--- config.mk ---
export PLATFORM = sky130hd
export DESIGN_NAME = jtgng_prom_dwnld
export DESIGN_NICKNAME = d
export VERILOG_FILES = /design/src/rtl/jtgng_prom_dwnld.sv
export SDC_FILE = /design/constraint.sdc
export NUM_CORES = 1
export LEC_CHECK = 0
export ABC_CLOCK_PERIOD_IN_PS = 1600
export BUFFER_PORTS_ARGS = -buffer_cell sky130_fd_sc_hd__buf_2
export CORE_MARGIN = 2
export CORE_UTILIZATION = 44
export DETAILED_ROUTE_END_ITERATION = 12
export GPL_TIMING_DRIVEN = 0
export PLACE_DENSITY_LB_ADDON = 0.12
export SYNTH_ARGS = -nofsm -noshare
export SYNTH_HDL_FRONTEND = slang
export SYNTH_SLANG_ARGS = --single-unit
export TNS_END_PERCENT = 30
--- constraint.sdc ---
create_clock -name clk -period 1.6 [get_ports clk]
set_input_delay 0.08 -clock clk [delete_from_list [all_inputs] [get_ports clk]]
set_output_delay 0.08 -clock clk [all_outputs]
set_load 0.02 [all_outputs]
--- src/rtl/jtgng_prom_dwnld.sv ---
// Download-side PROM writer: maps an address window of the ROM download stream
// onto NPROM write-port PROMs and reports load completion and byte-count errors.
module jtgng_prom_dwnld #(
  parameter int IOAW  = 22,
  parameter     START = 22'h0,
  parameter int AW    = 10,
  parameter int DW    = 8,
  parameter int NPROM = 4
) (
  input  logic              clk,
  input  logic              rst,
  input  logic              downloading,
  input  logic [IOAW-1:0]   ioctl_addr,
  input  logic [7:0]        ioctl_data,
  input  logic              ioctl_wr,
  output logic [NPROM-1:0]  prom_we,
  output logic [AW-1:0]     prom_addr,
  output logic [DW-1:0]     prom_data,
  output logic [AW+3:0]     bytecnt,
  output logic              loaded,
  output logic              load_err
);

  localparam int IW = IOAW - AW;
  localparam logic [IOAW-1:0] START_A   = IOAW'(START);
  localparam logic [IW-1:0]   NPROM_IDX = IW'(NPROM);
  localparam logic [AW+3:0]   FULL_CNT  = (AW+4)'(NPROM) << AW;

  typedef enum logic [1:0] {
    ST_IDLE = 2'd0,
    ST_LOAD = 2'd1,
    ST_DONE = 2'd2
  } state_t;

  state_t           state_q, state_d;
  logic             dl_l_q;
  logic [AW+3:0]    bytecnt_q, bytecnt_d;
  logic             loaded_q, loaded_d;
  logic             load_err_q, load_err_d;
  logic [NPROM-1:0] prom_we_q, prom_we_d;
  logic [AW-1:0]    prom_addr_q, prom_addr_d;
  logic [DW-1:0]    prom_data_q, prom_data_d;

  logic [IOAW-1:0]  off_s;
  logic [IW-1:0]    idx_s;
  logic             hit_s, accept_s, dl_rise_s, dl_fall_s;

  // Window decode; addresses below START wrap to a large offset and miss anyway
  always_comb begin
    off_s     = ioctl_addr - START_A;
    idx_s     = off_s[IOAW-1:AW];
    hit_s     = (ioctl_addr >= START_A) && (idx_s < NPROM_IDX);
    accept_s  = downloading && ioctl_wr && hit_s;
    dl_rise_s = downloading && !dl_l_q;
    dl_fall_s = !downloading && dl_l_q;
  end

  // PROM write strobe, address and data; address/data hold between writes
  always_comb begin
    prom_we_d   = {NPROM{1'b0}};
    prom_addr_d = prom_addr_q;
    prom_data_d = prom_data_q;
    if (accept_s) begin
      for (int i = 0; i < NPROM; i++) begin
        prom_we_d[i] = (idx_s == IW'(i));
      end
      prom_addr_d = off_s[AW-1:0];
      prom_data_d = ioctl_data[DW-1:0];
    end else begin
      prom_we_d = {NPROM{1'b0}};
    end
  end

  // Load-tracking FSM: next state, byte counter and status flags
  always_comb begin
    state_d    = state_q;
    bytecnt_d  = bytecnt_q;
    loaded_d   = loaded_q;
    load_err_d = load_err_q;
    case (state_q)
      ST_IDLE, ST_DONE: begin
        if (dl_rise_s) begin
          state_d    = ST_LOAD;
          loaded_d   = 1'b0;
          load_err_d = 1'b0;
          bytecnt_d  = accept_s ? (AW+4)'(1) : (AW+4)'(0);
        end else begin
          state_d = state_q;
        end
      end
      ST_LOAD: begin
        if (dl_fall_s) begin
          state_d    = ST_DONE;
          loaded_d   = 1'b1;
          load_err_d = (bytecnt_q != FULL_CNT);
        end else if (accept_s && (bytecnt_q != {(AW+4){1'b1}})) begin
          bytecnt_d = bytecnt_q + (AW+4)'(1);
        end else begin
          bytecnt_d = bytecnt_q;
        end
      end
      default: begin
        state_d = ST_IDLE;
      end
    endcase
  end

  // State and output registers
  always_ff @(posedge clk or posedge rst) begin
    if (rst) begin
      state_q     <= ST_IDLE;
      dl_l_q      <= 1'b0;
      bytecnt_q   <= {(AW+4){1'b0}};
      loaded_q    <= 1'b0;
      load_err_q  <= 1'b0;
      prom_we_q   <= {NPROM{1'b0}};
      prom_addr_q <= {AW{1'b0}};
      prom_data_q <= {DW{1'b0}};
    end else begin
      state_q     <= state_d;
      dl_l_q      <= downloading;
      bytecnt_q   <= bytecnt_d;
      loaded_q    <= loaded_d;
      load_err_q  <= load_err_d;
      prom_we_q   <= prom_we_d;
      prom_addr_q <= prom_addr_d;
      prom_data_q <= prom_data_d;
    end
  end

  assign prom_we   = prom_we_q;
  assign prom_addr = prom_addr_q;
  assign prom_data = prom_data_q;
  assign bytecnt   = bytecnt_q;
  assign loaded    = loaded_q;
  assign load_err  = load_err_q;

endmodule

---- Word-level counts from Yosys, hierarchy flattened ----
Index checks and enable logic that the tools add are counted.
word-level totals
  output and inout bits ................... 38
  input port bits ......................... 34
  flip-flop bits (word level) ............. 41
  logic and storage cells ................. 51
cells by class
  reduce and logical (&&, ||, !) cells .... 15
  order comparisons ....................... 2
  multiplexer cells ....................... 14
  eq/ne operators ......................... 11
  $add $sub $neg .......................... 1
operators with widths
  operator                                               count
  two-way mux 14 bit                                     3
  one-hot mux 14 bit (2 select lines)                    1
  == test 12 x 2 -> 1 bit (second input constant)        2
  >= comparator 22 x 1 -> 1 bit (second input constant)  1
  adder 14 x 1 -> 14 bit (second input constant)         1
  != test 14 x 13 -> 1 bit (second input constant)       1
  != test 14 bit (second input constant)                 1
  == test 12 x 1 -> 1 bit (second input constant)        1
  zero test 12 bit                                       1
  < comparator 12 x 3 -> 1 bit (second input constant)   1
  != test 2 bit (second input constant)                  4
  logical AND 1 bit                                      6
  two-way mux 1 bit                                      4
  two-way mux 2 bit                                      2
  two-way mux 4 bit                                      1
  one-hot mux 1 bit (2 select lines)                     2
  one-hot mux 2 bit (2 select lines)                     1
  AND reduction 4 bit                                    1
  AND reduction 3 bit                                    1
  == test 2 x 1 -> 1 bit (second input constant)         1
  == test 2 bit (second input constant)                  1
  zero test 1 bit                                        2
  zero test 2 bit                                        1
  AND reduction 2 bit                                    1
  2 further kinds                                        2

---- Depth between registers and ports, before layout ----
  word-level depth ........................ 7
  gate-level depth with buffers ........... 7
  mapped depth without buffers ............ 6

---- Least setup slack after synthesis ----
OpenSTA, ideal clock, no wires.
  path type ............................... register to register
  from .................................... reg bytecnt_q[0] (netlist: bytecnt[0])
  to ...................................... reg bytecnt_q[3] (netlist: bytecnt[3])
  path slack .............................. -0.326 ns
  library setup time ...................... 0.110 ns
  stages on the path, launching flop included .. 8
  data required time ...................... 1.490 ns
  period minus slack after synthesis ...... 1.926 ns
  arrival time ............................ 1.816 ns
  path buffers ............................ 1
  path through ............................ dfrtp_1 -> ha_1 -> nand4_1 -> or4_4 -> buf_6 -> nand2_4 -> o311ai_0 -> o41ai_1
on the way
  word-level cells in the longest chain between the ends .. 4
  elaborated cells on any way between the ends .. 8
  those cells by class .................... 1 x add/sub; 2 x eq/ne; 3 x mux; 2 x reduce/logical
ends and longest elaborated chain
  element                                                                     RTL line  text
  start, declared                                                             37        logic [AW+3:0] bytecnt_q, bytecnt_d;
  start signal, assigned                                                      113       bytecnt_q <= {(AW+4){1'b0}};
  start signal, assigned                                                      122       bytecnt_q <= bytecnt_d;
  adder 14 x 1 -> 14 bit or != test 14 bit (tied branches)                    97, 96
  two-way mux 14 bit or logical AND 1 bit (tied branches)                     96        end else if (accept_s && (bytecnt_q != {(AW+4){1'b1}})) begin
  two-way mux 14 bit or != test 2 bit (tied branches)                         --
  one-hot mux 14 bit (2 select lines) or AND reduction 4 bit (tied branches)  --
Several ways; a longest one is shown, not always the timed one. The select of a mux whose other input is x is not followed.
A chain may end at the register's enable or synchronous reset.

---- Final worst setup path ----
  from .................................... reg bytecnt_q[1] (netlist: bytecnt[1])
  to ...................................... reg bytecnt_q[8] (netlist: bytecnt[8])
The elaborated chain is that of the path after synthesis.

==> reports/metrics.cfg <==
[synth]
yosys-top-cells-count=nand2_1 (69), dfrtp_1 (41), nand3_1 (11)
post_synth_num_cell_types=46
ys_warn_count=0
async_flop_share=1.00
synth_area_leader_cell=dfrtp_1
ys_seq_elements=41
synth_nets=262
synthTopCellsByArea=dfrtp_1 (51%), nand2_1 (13%), nand3_1 (2.7%)
synth_cells=226
synth.top_cell.area_share=0.508
syn_avg_cell_area_sq_um=8.93
synth_area_sq_um=2020
yosysMostFrequentCell=nand2_1
synth-edff-count=0
ys_seq_area_frac=0.508
yosys_most_used_dff=dfrtp_1

[placement]
dp_slack_ns=-0.361
gp_congestion=0.947
io_buffers=71
hpwl_microns=3580

[pwr]
power_frac_comb=0.222
internal_power_mw=1.66
p_clk_frac=0.292
p_leak_nw=1.49
p_switching_mw=0.762
switching_share=0.315
pwr-share-seq=0.487
peakVddDrop_v=0.000850
powerDensity_nw_per_um2=824

[drt]
drt_iter0_markers=200
vias_per_cell=5.40
routed_wirelength_microns=5640
post-route-drc-count=0
postRouteAntennaNets=0
wl_per_cell_microns=14.7
first_pass_iters=4
num_vias=2072

[global_route]
use_met3=0.0577
gr-usage-met2=0.350
antenna_found_initial=0
busiest_layer=met2
grt_overflow=0
grt_pass1_vias=1976
grt_usage=0.229
grt_max_degree=42
grt_pass1_wl_microns=9320
grtUsageMet1=0.317

[clock_tree]
root_buffer=clkbuf_8
cts-buffers-inserted=5
cts.path.max_buffers=2
htreeDepth=2
worstSkewPairLatency_ns=0.29
cts_tree=built
cts_sinks=41
clk_pin_slew_ns=0.08

[timing]
rsz0062_at_grt=yes
final.setup.tns_ns=-2.22
period_minus_slack_ns=1.82
worst_clock_skew_ns=0.00801
maxSlewViolCount=0
timing.max_slew.rel_slack=0.443
setup_viol=13
hold_viol_final=0
period_share=1.14
fin_ws_ns=-0.216
fmax_mhz=551
tightest_slew_ns=0.835

[floorplanning]
io_pins=72
start_util=0.460
fp.coreArea_sq_um=4380
die_w_microns=71.7
fp.dieArea_sq_um=5140
rows=24
die_h_microns=71.7

[hold_path]
holdCritPathClass=in2reg

[run_status]
violations=setup timing
status=complete, but fails checks

[cells_and_area]
n_antenna_cell=0
nets=368
multi_input_area_sq_um=1020
syn_to_final_growth_pct=45.6
fillers=367
drive_gt1_frac=0.383
area.sequential_sq_um=1040

[setup_path]
critPathMaxFanout=8
worstPathRequired_ns=1.78
arrival_ns=1.99
end_kind=flip-flop
ff2ff_setup_slack_ns=-0.22
critical_path.top_delay_family=simple AND/OR/NAND/NOR gates
path_buf_inv=0
cp_slowest_cell=or4_4
cp_cell_sequence=ha_4, nand4_1, or4_4, nand2_4, o211ai_1, o41ai_2
critPathKind=reg2reg
start_kind=flip-flop
cpPeakStageDelay_ns=0.65

[flow_run]
drv_cap=0

-- cells by family (layout without fill, tap and decap cells) --
group,Yosys count,in the layout,share of synthesized area
compound gates,33,33,0.109
xor+xnor,1,1,0.00434
fa+ha+maj,2,2,0.0124
buf+inv,19,125,0.0446
flops,41,41,0.508
mux,1,1,0.00496
simple gates,129,129,0.316
-- worst paths after layout --
| path | depth (start not counted) | start | endpoint |
|---|---|---|---|
| setup / recovery | 6 | bytecnt[1] | bytecnt[8] |
| setup reg to reg | 6 | bytecnt[1] | bytecnt[8] |
| hold / removal | 4 | downloading | loaded |
| hold reg to reg | 2 | prom_data[0] | prom_data[0] |
| min in group asynchronous | 3 | rst | bytecnt[13] |
| max in group asynchronous | 3 | rst | bytecnt[6] |
-- state kept, by name (all words and copies together), names as in the netlist --
signal,cells
state_q,2
bytecnt,14
prom_we,4
prom_data,8
prom_addr,10
load_err,1
dl_l_q,1
loaded,1
-- through the flow --
step	instances	util	power, mW	area [sq um]	hold slack [ns]
finish	384	0.670	2.42	2940	0.245
global route	384	0.670	2.53	2940	0.285
CTS	383	0.658	2.40	2880	0.230
detailed placement	349	0.566	1.63	2480	0.247
global placement	349	0.566	1.62	2480	0.237
floorplan	226	-	1.46	2060	0.111
-- worst min-delay path: stages --
cell and delay (ns):
buf_2 0.11, nand2b_1 0.15, nand2_1 0.11, nand2_1 0.05
-- layer usage --
metal / share of wire / wire length (microns) / vias to the layer above
met2: 0.47 / 2630 / 108
met5: 0 / 0 / -
met4: 0.013 / 74 / 0
met3: 0.089 / 500 / 9
met1: 0.43 / 2430 / 953
li1: - / - / 1002
-- repair_timing --
item                       in CTS  in global routing
pin swaps                       4                  7
setup endpoints to repair      15                 15
resized for setup              16                 11
hold endpoints to repair       44                  0
buffers inserted                7                  1
hold buffers                   22                  0
-- power groups by stage --
stage	clock [mW]	combinational, mW	sequential [mW]
5_1_grt	0.751	0.589	1.19
3_3_place_gp	0	0.436	1.19
3_5_place_dp	0	0.436	1.19
2_1_floorplan	0	0.230	1.23
6_report	0.706	0.537	1.18
4_1_cts	0.718	0.509	1.17
-- placed cells by master, fill, tap and decap left out, drive strengths merged --
cell type    instances
or4b                 1
o21ai               11
a32oi                2
o31ai                1
nand4                5
or3                  3
and3                 3
dlygate4sd3         22
nor2                 8
or2                  1
clkinvlp             1
a2bb2oi              1
mux2i                1
nor2b                2
inv                  8
xnor2                1
a31oi                1
nor3b                1
or4                  2
o41ai                3
clkbuf               8
a41oi                1
and4                 2
a21oi                8
nor3                 4
nand3               11
nor4bb               1
dfrtp               41
a311oi               1
o311ai               3
ha                   2
nand3b               1
nor4b                1
nand2b               4
nand2               70
o211ai               1
nor4                 9
buf                 86
-- area by class of cell --
type,instances,area share
repair buffers,101,0.216
flip-flops and latches,41,0.354
well taps,52,0.0221
clock inverters,1,0.00255
clock buffers,6,0.0281
plain buffers,9,0.0179
inverters,8,0.0102
multi-input cells,166,0.349
No activity file was read; power rests on OpenSTA's default activity.
